### src/rtl/pixel_frame_source.sv
// Streaming frame reader: fetches one greyscale frame in raster order from a
// synchronous-read pixel memory and emits it on a valid/ready stream with
// start-of-frame, end-of-line and end-of-frame markers.
// The memory output register acts as a bypass entry in front of a 2-entry
// FIFO, so the first pixel is presented in the same cycle its read data
// returns and the stream sustains one pixel per clock.
module pixel_frame_source #(
    parameter int IMG_WIDTH  = 64,
    parameter int IMG_HEIGHT = 64,
    parameter int ADDR_W     = 12,
    parameter int DATA_W     = 8
) (
    input  logic              clk,
    input  logic              rst,
    input  logic              start,
    output logic              busy,
    output logic              done,
    output logic              mem_rd_en,
    output logic [ADDR_W-1:0] mem_addr,
    input  logic [DATA_W-1:0] mem_rd_data,
    output logic [DATA_W-1:0] pix_data,
    output logic              pix_valid,
    input  logic              pix_ready,
    output logic              pix_sof,
    output logic              pix_eol,
    output logic              pix_eof
);

    localparam int XW = $clog2(IMG_WIDTH);
    localparam int YW = $clog2(IMG_HEIGHT);
    localparam logic [XW-1:0]     X_LAST    = XW'(IMG_WIDTH - 1);
    localparam logic [YW-1:0]     Y_LAST    = YW'(IMG_HEIGHT - 1);
    localparam logic [ADDR_W-1:0] LAST_ADDR = ADDR_W'(IMG_WIDTH * IMG_HEIGHT - 1);

    typedef enum logic [1:0] {
        ST_IDLE  = 2'd0,
        ST_RUN   = 2'd1,
        ST_FLUSH = 2'd2
    } state_t;

    state_t              state_r;
    state_t              next_state_s;
    logic [ADDR_W-1:0]   rd_addr_r;
    logic                inflight_r;
    logic [DATA_W-1:0]   fifo_mem_r [2];
    logic                wr_ptr_r;
    logic                rd_ptr_r;
    logic [1:0]          count_r;
    logic [XW-1:0]       x_r;
    logic [YW-1:0]       y_r;
    logic                busy_r;
    logic                done_r;

    logic                start_acc_s;
    logic                pop_s;
    logic                push_s;
    logic                deq_s;
    logic [2:0]          level_s;
    logic                rd_en_s;
    logic                last_x_s;
    logic                last_y_s;
    logic                eof_beat_s;
    logic                frame_end_s;

    // Handshake, buffer accounting and read-issue decisions
    always_comb begin
        start_acc_s = (state_r == ST_IDLE) && start;
        pix_valid   = (count_r != 2'd0) || inflight_r;
        pop_s       = pix_valid && pix_ready;
        // Returning data bypasses the FIFO when it is empty and taken at once
        push_s      = inflight_r && !((count_r == 2'd0) && pix_ready);
        deq_s       = pop_s && (count_r != 2'd0);
        // Entries held or on their way, with a same-cycle pop freeing one
        level_s     = {1'b0, count_r} + {2'b00, inflight_r} - {2'b00, pop_s};
        rd_en_s     = (state_r == ST_RUN) && (level_s < 3'd2);
        last_x_s    = (x_r == X_LAST);
        last_y_s    = (y_r == Y_LAST);
        eof_beat_s  = last_x_s && last_y_s;
        frame_end_s = (state_r == ST_FLUSH) && pop_s && eof_beat_s;
    end

    // Output stream view: FIFO head, else the returning read data
    always_comb begin
        pix_data = {DATA_W{1'b0}};
        if (count_r != 2'd0) begin
            pix_data = fifo_mem_r[rd_ptr_r];
        end else if (inflight_r) begin
            pix_data = mem_rd_data;
        end else begin
            pix_data = {DATA_W{1'b0}};
        end
        pix_sof   = pix_valid && (x_r == {XW{1'b0}}) && (y_r == {YW{1'b0}});
        pix_eol   = pix_valid && last_x_s;
        pix_eof   = pix_valid && eof_beat_s;
        mem_rd_en = rd_en_s;
        mem_addr  = rd_addr_r;
        busy      = busy_r;
        done      = done_r;
    end

    // Next-state logic for the frame controller
    always_comb begin
        next_state_s = state_r;
        case (state_r)
            ST_IDLE: begin
                if (start) next_state_s = ST_RUN;
                else       next_state_s = ST_IDLE;
            end
            ST_RUN: begin
                if (rd_en_s && (rd_addr_r == LAST_ADDR)) next_state_s = ST_FLUSH;
                else                                     next_state_s = ST_RUN;
            end
            ST_FLUSH: begin
                if (pop_s && eof_beat_s) next_state_s = ST_IDLE;
                else                     next_state_s = ST_FLUSH;
            end
            default: next_state_s = ST_IDLE;
        endcase
    end

    // Frame controller state register
    always_ff @(posedge clk) begin
        if (!rst) state_r <= ST_IDLE;
        else      state_r <= next_state_s;
    end

    // Read counter, in-flight flag, FIFO pointers and output x/y counters
    always_ff @(posedge clk) begin
        if (!rst || start_acc_s) begin
            rd_addr_r  <= {ADDR_W{1'b0}};
            inflight_r <= 1'b0;
            wr_ptr_r   <= 1'b0;
            rd_ptr_r   <= 1'b0;
            count_r    <= 2'd0;
            x_r        <= {XW{1'b0}};
            y_r        <= {YW{1'b0}};
        end else begin
            if (rd_en_s) rd_addr_r <= rd_addr_r + ADDR_W'(1);
            inflight_r <= rd_en_s;
            if (push_s) wr_ptr_r <= ~wr_ptr_r;
            if (deq_s)  rd_ptr_r <= ~rd_ptr_r;
            count_r <= count_r + {1'b0, push_s} - {1'b0, deq_s};
            if (pop_s) begin
                if (last_x_s) begin
                    x_r <= {XW{1'b0}};
                    y_r <= last_y_s ? {YW{1'b0}} : (y_r + YW'(1));
                end else begin
                    x_r <= x_r + XW'(1);
                end
            end
        end
    end

    // FIFO storage written from the memory read port
    always_ff @(posedge clk) begin
        if (!rst) begin
            fifo_mem_r[0] <= {DATA_W{1'b0}};
            fifo_mem_r[1] <= {DATA_W{1'b0}};
        end else if (push_s) begin
            fifo_mem_r[wr_ptr_r] <= mem_rd_data;
        end
    end

    // Busy level and one-cycle done pulse
    always_ff @(posedge clk) begin
        if (!rst) begin
            busy_r <= 1'b0;
            done_r <= 1'b0;
        end else begin
            done_r <= frame_end_s;
            if (start_acc_s)      busy_r <= 1'b1;
            else if (frame_end_s) busy_r <= 1'b0;
        end
    end

endmodule

### config.mk
export PLATFORM = sky130hd
export DESIGN_NAME = pixel_frame_source
export DESIGN_NICKNAME = d
export VERILOG_FILES = /design/src/rtl/pixel_frame_source.sv
export SDC_FILE = /design/constraint.sdc
export NUM_CORES = 1
export LEC_CHECK = 0
export BUFFER_PORTS_ARGS = -buffer_cell sky130_fd_sc_hd__buf_2
export CAP_MARGIN = 20
export CORE_ASPECT_RATIO = 0.9
export CORE_MARGIN = 4
export CORE_UTILIZATION = 55
export CTS_CLUSTER_DIAMETER = 150
export DETAILED_ROUTE_END_ITERATION = 16
export GPL_TIMING_DRIVEN = 1
export HOLD_SLACK_MARGIN = 0.02
export PLACE_DENSITY_LB_ADDON = 0.05
export SLEW_MARGIN = 30
export SYNTH_ARGS = -nofsm -noshare
export SYNTH_HDL_FRONTEND = slang
export SYNTH_SLANG_ARGS = --single-unit
### constraint.sdc
create_clock -name clk -period 7.9 [get_ports clk]
set_input_delay 1.185 -clock clk [delete_from_list [all_inputs] [get_ports clk]]
set_output_delay 1.185 -clock clk [all_outputs]
set_load 0.005 [all_outputs]
Word-level counts from Yosys, hierarchy flattened
Memories as Yosys holds them, arrays and structs flattened. A register that Yosys moved wholly into a read port is not among the register bits.
Cells that the tools add are included.
{ "totals": {"ff_bits": 33, "latchBits": 0, "mem_bits_rw": 16, "rom_bits": 0, "in_bits": 12, "out_inout_bits": 27, "wordCells": 72, "memories": 1} }
{ "memory_table": {"columns": ["name", "words", "word_bits", "rd", "rd_clocked_by_memory_dff", "write_ports", "line_no", "source"], "rows": [
  ["fifo_mem_r", 2, 8, 1, 1, 2, "45", "logic [DATA_W-1:0] fifo_mem_r [2];"]
]} }
{ "op_classes": {"addsub": 7, "multipliers": 0, "n_div": 0, "magnitude_cmp": 1, "eq_ne": 5, "shift": 0, "mux": 19, "n_bitwise": 2, "n_reduce_logical": 27} }
{ "op_table": {"columns": ["cell", "count"], "rows": [
  ["$mux W8", 3],
  ["$logic_and A1 B1 Y1", 15],
  ["$add A12 B1 Y12 const B", 1],
  ["$add A6 B1 Y6 const B", 2],
  ["$eq A12 B12 Y1 const B", 1],
  ["$eq A6 B6 Y1 const B", 2],
  ["$logic_not A6 Y1", 2],
  ["$mux W6", 2],
  ["$mux W1", 11],
  ["$reduce_or A8 Y1", 1],
  ["$pmux W2 S3", 1],
  ["$logic_not A2 Y1", 2],
  ["$mux W2", 2],
  ["$reduce_bool A2 Y1", 2],
  ["$add A2 B1 Y3", 1],
  ["$lt A3 B2 Y1 const B", 1],
  ["$sub A3 B1 Y3", 1],
  ["$add A2 B1 Y2", 1],
  ["$eq A2 B1 Y1 const B", 1],
  ["$eq A2 B2 Y1 const B", 1],
  ["$logic_not A1 Y1", 2],
  ["$logic_or A1 B1 Y1", 2],
  ["$not A1 Y1", 2],
  ["$reduce_and A2 Y1", 1],
  ["$sub A2 B1 Y2", 1]
]} }

Longest topological paths before layout
Gate-level depths: netlist of run 1.
{ "logic_depth": {"depth_word": 9, "depth_mapped": 10, "mapped_depth_nobuf": 9} }

Least setup slack after synthesis of run 1
OpenSTA, ideal clock, no wires.
{ "synth_timing": {"path_type": "input-to-output", "start": "input port pix_ready", "end": "output port mem_rd_en", "arrival_time_ps": 2421, "t_required_ps": 6715, "path_slack_ps": 4294, "cell_stages": 6, "n_path_buf": 1, "path_cell_list": "o31ai_1 -> nor2_1 -> fa_1 -> xor2_1 -> clkbuf_1 -> nor2_1"} }
{ "synth_via": {"elab_chain_cells": 4} }
{ "synth_lines": {"columns": ["item", "line_no", "source"], "rows": [
  ["from (decl)", "23", "input logic pix_ready,"],
  ["$logic_and A1 B1 Y1", "69", "pop_s = pix_valid && pix_ready;"],
  ["$sub A3 B1 Y3", "74", "level_s = {1'b0, count_r} + {2'b00, inflight_r} - {2'b00, pop_s};"],
  ["$lt A3 B2 Y1", "75", "rd_en_s = (state_r == ST_RUN) && (level_s < 3'd2);"],
  ["$logic_and A1 B1 Y1", "75", null],
  ["to (decl)", "18", "output logic mem_rd_en,"]
]} }
No other way between the ends.

Worst setup path after layout of run 1
Ends and elaborated chain as after synthesis.

==> impl_metrics.toml, run 1 <==
[sta]
clock_skew_ns = 0.00669
final_max_slew_viol_count = 0
fin_ws_ns = 3.64
post-route-min-period_ns = 4.26
rsz0062_at_grt = "false"
setup_viol = 0
finalHoldViolations = 0
clock.fmax_mhz = 235
finalCritPeriodShare_pct = 54.0
slew_headroom_pct = 43.6
tns_ns = 0
worstMarginPinSlew_ns = 0.844

[global_routing]
grtUsageTotal_pct = 18.0
grt.overflow.total = 0
antenna_found_initial = 0
grt_pass1_vias = 1746
grt_max_degree = 19
grt_pass1_wl_mm = 7.96

[layout]
final_area_um2 = 2780
multi_input_area_um2 = 1180
fillCellCount = 375
final_util_pct = 66.4
antennaDiodeCount = 0
seqCellArea_um2 = 1160
nets = 322
syn2layout_area_growth_pct = 13.2
drive_above_1_share_pct = 17.2

[synthesis]
synth.area.top_cells = "dfxtp_1 28%, edfxtp_1 20%, xnor2_1 5.4%"
mappedNetlistArea_um2 = 2450
synth_top_cell_area_share_pct = 27.7
yosys.cell_types.count = 39
synth_edf_count = 16
yosysTopAreaCell = "dfxtp_1"
synthArstFlopShare_pct = 0
yosys_warnings = 0
syn_inst = 264
synthesis.nets = 284
ys.flop_type = "dfxtp_1"
synth.avg_cell_area_um2 = 9.30
ys_seq_elements = 50
yosysSeqAreaShare_pct = 47.3

[route]
firstDrtPassIters = 4
routedWlPerCell_um = 13.2
routed_wl_mm = 4.79
vias = 1907
drtAntennaViolNets = 0
drc_errors = 0
drt-vias-per-instance = 5.25
drt_iter0_drc = 81

[power]
power_leakage_uw = 0.00111
seqPwrFrac_pct = 59.6
p_switching_uw = 115
p_int_uw = 349
peakVddDrop_mv = 0.142
p_sw_share_pct = 24.9
clock_power_share_pct = 31.1
p_per_area_nw_per_um2 = 167
combPwrFrac_pct = 9.3

[job]
drv_cap = 0

[floorplanning]
coreArea_um2 = 4180
ios = 39
die_h_um = 71.4
row_count = 22
dieWidth_um = 78.4
initial_core_util_pct = 58.7
die_area_um2 = 5600

[clock_network]
clk_pin_slew_ns = 0.09
cts_root_buf = "clkbuf_8"
hold_buffers = 0
cts_resized = 0
cts_tree = "yes"
postCtsSetupRepairBufs = 0
numCtsBuffers = 5
clock-sinks = 50
cts_max_level = 2
clk_latency_ns = 0.31
cts_buffer_depth = 2

[placement]
gp_congestion = 0.757
portBuffers = 38
place_area_um2 = 2690
place_ws_ns = 3.67
dp_hpwl_mm = 3.48

[critical_path]
crit_required_ns = 6.71
critPathSlowestCell = "xor2_1"
crit_arrival_ns = 3.08
path_class = "in -> out"
cp_top_family = "XOR/XNOR gates"
endpoint_kind = "output pin"
path_cells = "buf_2 > o31ai_1 > nor2_1 > fa_1 > xor2_1 > nor2_1 > buf_2"
crit_path_max_fanout = 11
crit_buf_inv = 2
cp-start-kind = "primary input"
cpPeakStageDelay_ns = 0.61

[run_status]
outcome = "finished, final reports clean"

[worst_hold_path]
hold_path_class = "reg -> reg"
-- path summary, 6_finish.rpt --
check	from	to	slack (ns)	depth (start not counted)
worst max register to register	inflight_r	mem_addr[9]	4.77	7
worst min-delay path	busy	busy	0.48	2
worst max-delay path	pix_ready	mem_rd_en	3.64	7
worst min register to register	busy	busy	0.48	2
-- power by group through the flow --
stage | Sequential [uW] | Combinational, uW | Clock [uW]
after floorplan | 280 | 29.0 | 0
after global placement | 282 | 42.8 | 0
after detailed placement | 283 | 43.5 | 0
after CTS | 277 | 43.9 | 146
after global routing | 278 | 48.9 | 156
final | 277 | 43.3 | 144
-- worst register-to-register path, cell delays in order (launching register included) --
cell     delay [ns]
dfxtp_1        0.46
o31ai_1        0.68
nor2_1         0.13
fa_1           0.43
xor2_1         0.27
or4_4          0.65
or4_1          0.41
nand2_1        0.07
-- per-stage QoR --
| stage | hold WS [ns] | std cells | total power [uW] |
|---|---|---|---|
| detailed placement | 0.472 | 355 | 326 |
| global placement | 0.463 | 355 | 325 |
| floorplan | 0.460 | 264 | 309 |
| global route | 0.514 | 363 | 483 |
| finish | 0.480 | 363 | 464 |
| CTS | 0.487 | 363 | 466 |
-- logic make-up (layout without fill, tap and decap cells) --
group,count (synthesis),after routing,synth area share (%)
xor+xnor,22,22,7.85
buf+inv,28,67,4.69
simple gates,118,118,25.1
fa+ha+maj,8,8,4.38
compound gates,30,30,7.39
flops,50,50,47.3
mux,8,8,3.26
-- sequential cells by signal (all words and copies together), names as in the netlist, 2 cells and up, named ones only --
signal and cells:
fifo_mem_r 16, mem_addr 12, x_r 6, y_r 6, count_r 2, state_r 2
-- layout make-up --
type	instances	share of cell area, %
multi-input combinational	186	42.5
tap	60	2.70
timing repair buffer	40	7.38
clock inverter	3	0.585
clock buffer	5	2.48
inverter	19	2.57
sequential	50	41.8
-- Yosys cell counts (all sizes together), types with 2 or more instances --
| cell | instances |
|---|---|
| a211o | 2 |
| a21oi | 6 |
| and2 | 9 |
| and3 | 3 |
| buf | 2 |
| clkbuf | 7 |
| dfxtp | 34 |
| edfxtp | 16 |
| ha | 7 |
| inv | 19 |
| mux2i | 8 |
| nand2 | 20 |
| nand2b | 2 |
| nand3 | 16 |
| nand4 | 9 |
| nor2 | 31 |
| nor3 | 8 |
| nor4 | 8 |
| nor4b | 2 |
| o21ai | 16 |
| or3 | 3 |
| or4 | 3 |
| xnor2 | 15 |
| xor2 | 7 |
-- layer usage --
metal,global-route usage [%],part of all wire (%),up-vias
li1,-,-,991
met1,25.7,51,879
met2,26.9,44,30
met3,3.89,3.6,7
met4,6.99,1.6,0
met5,0,0,-
-- cell usage in the layout, fill, tap and decap left out, drive strengths merged, types with 7 or more instances in the layout --
master and instances:
nor3 8, nand2 20, ha 7, and2 9
xor2 7, buf 40, nand4 9, xnor2 15
inv 19, mux2i 8, o21ai 16, nor2 31
nand3 16, edfxtp 16, dfxtp 34, nor4 8
No activity file was read; power rests on OpenSTA's default activity.
==> inputs of run 2 (changes only) <==
--- a/config.mk
+++ b/config.mk
@@ -9,7 +9,7 @@
 export CAP_MARGIN = 20
 export CORE_ASPECT_RATIO = 0.9
 export CORE_MARGIN = 4
-export CORE_UTILIZATION = 55
+export CORE_UTILIZATION = 50
 export CTS_CLUSTER_DIAMETER = 150
 export DETAILED_ROUTE_END_ITERATION = 16
 export GPL_TIMING_DRIVEN = 1
==> constraint.sdc (replaced) <==
create_clock -name clk -period 3.9 [get_ports clk]
set_input_delay 0.585 -clock clk [delete_from_list [all_inputs] [get_ports clk]]
set_output_delay 0.585 -clock clk [all_outputs]
set_load 0.005 [all_outputs]
==> run 2 against run 1 <==
- count of clock-buffer cells in the layout up 2
- sequential power up 100%
- register-to-register slack worse by 4.0 ns
- core utilization down 5.8 points
- clock power up 110%
- design area up 0.50%
- critical path type is now reg -> out
- critical endpoint unchanged
- largest cell class unchanged
==> impl_metrics.toml, run 2 (synthesis gave the netlist of run 1 again) <==
[route]
drt_iter0_drc = 123
drtAntennaViolNets = 0
drt-vias-per-instance = 5.22
routed_wl_mm = 4.91
firstDrtPassIters = 4
routedWlPerCell_um = 13.4
drc_errors = 0
vias = 1912

[critical_path]
crit_required_ns = 3.31
crit_arrival_ns = 2.93
crit_buf_inv = 1
cp_top_family = "compound AO/OA/AOI/OAI gates"
crit_path_max_fanout = 13
cp-start-kind = "register"
endpoint_kind = "output pin"
path_cells = "o31ai_1 > nor2_1 > fa_1 > xor2_1 > nor2_1 > buf_2"
path_class = "reg -> out"
cpPeakStageDelay_ns = 0.68
critPathSlowestCell = "o31ai_1"
crit_path_frequent_cell = "nor2_1"

[floorplanning]
die_h_um = 74.5
initial_core_util_pct = 53.3
coreArea_um2 = 4600
dieWidth_um = 81.9
row_count = 23
die_area_um2 = 6100
ios = 39

[placement]
portBuffers = 38
place_ws_ns = 0.718
dp_hpwl_mm = 3.55
gp_congestion = 0.837

[clock_network]
cts_resized = 0
postCtsSetupRepairBufs = 0
clk_latency_ns = 0.30
hold_buffers = 0
cts_buffer_depth = 2
cts_root_buf = "clkbuf_8"
clk_pin_slew_ns = 0.08
cts_max_level = 2
cts_tree = "yes"
clock-sinks = 50
numCtsBuffers = 5

[layout]
antennaDiodeCount = 0
seqCellArea_um2 = 1160
largest_reg_flops = 16
multi_input_area_um2 = 1180
top_register = "fifo_mem_r"
syn2layout_area_growth_pct = 13.8
nets = 323
final_util_pct = 60.7
final_common_cell = "buf_2"
drive_above_1_share_pct = 17.1
final_cell_mix = "38 x buf_2, 34 x dfxtp_1, 31 x nor2_1"
fillCellCount = 435

[global_routing]
antenna_found_initial = 0
grt.overflow.total = 0
grt_pass1_wl_mm = 8.12
grt_max_degree = 23
grtUsageTotal_pct = 17.5
grt_pass1_vias = 1705

[job]
drv_cap = 0

[power]
peakVddDrop_mv = 0.241
power_leakage_uw = 0.00112
p_per_area_nw_per_um2 = 341

[sta]
finalCritPeriodShare_pct = 90.0
post-route-min-period_ns = 3.51
tns_ns = 0
rsz0062_at_grt = "false"
clock_skew_ns = 0.00802
final_max_slew_viol_count = 0
whs_ns = 0.475
setup_viol = 0
fin_ws_ns = 0.388
clock.fmax_mhz = 285
worstMarginPinSlew_ns = 0.799
slew_headroom_pct = 46.4
finalHoldViolations = 0

[worst_hold_path]
hold_path_class = "reg -> reg"

[run_status]
outcome = "finished, final reports clean"
-- run 2: changes by cell type in the layout (fill, tap and decap cells not counted), sizes merged --
cell / change
clkinv: -1
buf: +1
clkinvlp: -1
clkbuf: +2
-- run 2: worst reg2reg max path, delay by kind of cell (launching register included) --
family                     cells  cell delay [ns]
AOI/OAI and AO/OA              1             0.68
xor gates and xnor gates       1             0.26
DFF                            1             0.45
adders and majority gates      1             0.43
and+or+nand+nor                4             1.25
-- run 2: final timing paths --
path                                 start          end  slack (ns)  cells past startpoint
worst max-delay path            inflight_r    mem_rd_en        0.39                      6
worst min-delay path                  busy         busy        0.47                      2
worst max register to register  inflight_r  mem_addr[9]        0.80                      7
worst min register to register        busy         busy        0.47                      2
-- run 2: routing by layer --
layer	part of all wire [%]	global-route usage (%)
met5	0	0
met1	51	25.3
met3	3.7	3.75
met4	0.90	4.98
met2	45	26.5
-- run 2: layout make-up --
class                      instances  area share (%)
multi-input combinational        186            42.2
sequential                        50            41.6
timing repair buffer              41            7.62
clock buffer                       7            3.09
tap                               62            2.78
inverter                          19            2.55
clock inverter                     1           0.179
-- run 2: stage by stage --
stage          cells  cell area [um2]  power [uW]
2_1_floorplan    264             2450         627
3_3_place_gp     358             2700         661
3_5_place_dp     358             2700         662
4_1_cts          366             2790         966
5_1_grt          366             2790        1000
6_report         366             2790         953
-- run 2: power by group --
part | internal, uW | switching, uW | leakage [uW]
clock network | 143 | 161 | 0.0000482
logic | 35.4 | 53.3 | 0.000631
registers | 549 | 11.3 | 0.000441
total | 728 | 225 | 0.00112
==> inputs of run 3 (changes only) <==
--- a/config.mk
+++ b/config.mk
@@ -7,14 +7,17 @@
 export LEC_CHECK = 0
 export BUFFER_PORTS_ARGS = -buffer_cell sky130_fd_sc_hd__buf_2
 export CAP_MARGIN = 20
+export CELL_PAD_IN_SITES_DETAIL_PLACEMENT = 0
+export CELL_PAD_IN_SITES_GLOBAL_PLACEMENT = 1
 export CORE_ASPECT_RATIO = 0.9
 export CORE_MARGIN = 4
-export CORE_UTILIZATION = 50
+export CORE_UTILIZATION = 38
 export CTS_CLUSTER_DIAMETER = 150
 export DETAILED_ROUTE_END_ITERATION = 16
 export GPL_TIMING_DRIVEN = 1
 export HOLD_SLACK_MARGIN = 0.02
 export PLACE_DENSITY_LB_ADDON = 0.05
+export SKIP_CTS_REPAIR_TIMING = 1
 export SLEW_MARGIN = 30
 export SYNTH_ARGS = -nofsm -noshare
 export SYNTH_HDL_FRONTEND = slang
==> run 3 against run 2 <==
- global-route usage is 3.3 points lower
- final cell count grew 6.8%
- die area grew 28%
- count of clock-buffer cells in the layout shrank 1
- critical path depth unchanged
- worst hold slack better by 0.0086 ns
- clock skew up 0.0016 ns
- sequential cell count did not move
- critical path type unchanged
==> impl_metrics.toml, run 3 (synthesis gave the netlist of run 1 again) <==
[placement]
place_ws_ns = 0.670
dp_hpwl_mm = 3.73
gp_congestion = 0.715
portBuffers = 38

[critical_path]
cpPeakStageDelay_ns = 0.66
cp-start-kind = "register"
endpoint_kind = "output pin"
crit_path_max_fanout = 13
crit_buf_inv = 1
crit_path_frequent_cell = "nor2_1"
crit_arrival_ns = 2.95
crit_required_ns = 3.31
critPathSlowestCell = "o31ai_1"
cp_top_family = "compound AO/OA/AOI/OAI gates"
path_class = "reg -> out"
path_cells = "o31ai_1 > nor2_1 > fa_1 > xor2_1 > nor2_1 > buf_2"

[layout]
top_register = "fifo_mem_r"
multi_input_area_um2 = 1180
seqCellArea_um2 = 1160
final_common_cell = "buf_2"
largest_reg_flops = 16
drive_above_1_share_pct = 17.4
final_cell_mix = "38 x buf_2, 34 x dfxtp_1, 31 x nor2_1"
nets = 323
fillCellCount = 624
syn2layout_area_growth_pct = 15.2
antennaDiodeCount = 0

[floorplanning]
coreArea_um2 = 6180
ios = 39
row_count = 27
initial_core_util_pct = 39.7
dieWidth_um = 92.7
die_h_um = 84.3
die_area_um2 = 7810

[route]
top_layer = "met4"
drtAntennaViolNets = 0
routedWlPerCell_um = 13.1
drc_errors = 0
wl_met2_mm = 2.22
vias = 1923
wl_met3_um = 217
drt-met1-wl_mm = 2.65
drt_iter0_drc = 79
routed_wl_mm = 5.14
firstDrtPassIters = 4
drt-vias-per-instance = 4.92

[clock_network]
clk_latency_ns = 0.30
clock-sinks = 50
cts_max_level = 2
clk_pin_slew_ns = 0.09
cts_root_buf = "clkbuf_8"
cts_buffer_depth = 2
numCtsBuffers = 5
cts_tree = "yes"

[power]
p_switching_uw = 236
clock_power_share_pct = 32.6
seqPwrFrac_pct = 58.2
p_per_area_nw_per_um2 = 341
power_leakage_uw = 0.00112
combPwrFrac_pct = 9.2
p_sw_share_pct = 24.5
peakVddDrop_mv = 0.139
p_int_uw = 727

[sta]
finalCritPeriodShare_pct = 90.7
tns_ns = 0
setup_viol = 0
finalHoldViolations = 0
slew_headroom_pct = 40.8
post-route-min-period_ns = 3.54
clock.fmax_mhz = 283
rsz0062_at_grt = "false"
final_max_slew_viol_count = 0
fin_ws_ns = 0.363
clock_skew_ns = 0.00959
worstMarginPinSlew_ns = 0.886

[global_routing]
grt_pass1_wl_mm = 9.05
grtUsageTotal_pct = 14.2
antenna_found_initial = 0
grt.overflow.total = 0
grt_pass1_vias = 1912
grt_max_degree = 19

[run_status]
outcome = "finished, final reports clean"

[job]
drv_cap = 0

[worst_hold_path]
hold_path_class = "reg -> reg"
-- run 3: worst paths after layout --
| kind | from | cells past startpoint | slack (ns) | end |
|---|---|---|---|---|
| max | inflight_r | 6 | 0.36 | mem_rd_en |
| min | busy | 2 | 0.48 | busy |
| max reg2reg | inflight_r | 7 | 0.80 | mem_addr[9] |
| min reg2reg | busy | 2 | 0.48 | busy |
-- run 3: tightest hold or removal path, delay by kind of cell (launching register included) --
family	cells	cell delay, ns
flops	1	0.32
simple gates	1	0.05
compound gates	1	0.07
-- run 3: power by group through the flow --
stage / sequential, uW / clock [uW] / combinational [uW]
floorplan: 568 / 0 / 58.7
global placement: 572 / 0 / 90.9
detailed placement: 573 / 0 / 90.2
CTS: 561 / 325 / 90.7
global route: 564 / 348 / 102
finish: 561 / 314 / 89.0
-- run 3: per-layer routing --
metal  GRT usage [%]  vias to the layer above
met5               0                        -
met2            21.8                       32
met1            19.7                      888
met3            3.85                        5
met4            3.99                        0
li1                -                      998
-- run 3: through the flow --
| stage | cell area [um2] | instances | utilization [%] | hold slack (ns) | power (uW) |
|---|---|---|---|---|---|
| global route | 2830 | 391 | 45.7 | 0.534 | 1010 |
| CTS | 2830 | 391 | 45.7 | 0.493 | 977 |
| detailed placement | 2730 | 383 | 44.2 | 0.477 | 663 |
| finish | 2830 | 391 | 45.7 | 0.483 | 964 |
| floorplan | 2450 | 264 | - | 0.460 | 627 |
| global placement | 2730 | 383 | 44.2 | 0.470 | 663 |
-- run 3: cell type report --
cell class                      count  area share [%]
Clock buffer                        6            2.92
Clock inverter                      2           0.442
Inverter                           19            2.52
Multi-Input combinational cell    186            41.7
Sequential cell                    50            41.1
Tap cell                           87            3.85
Timing Repair Buffer               41            7.52
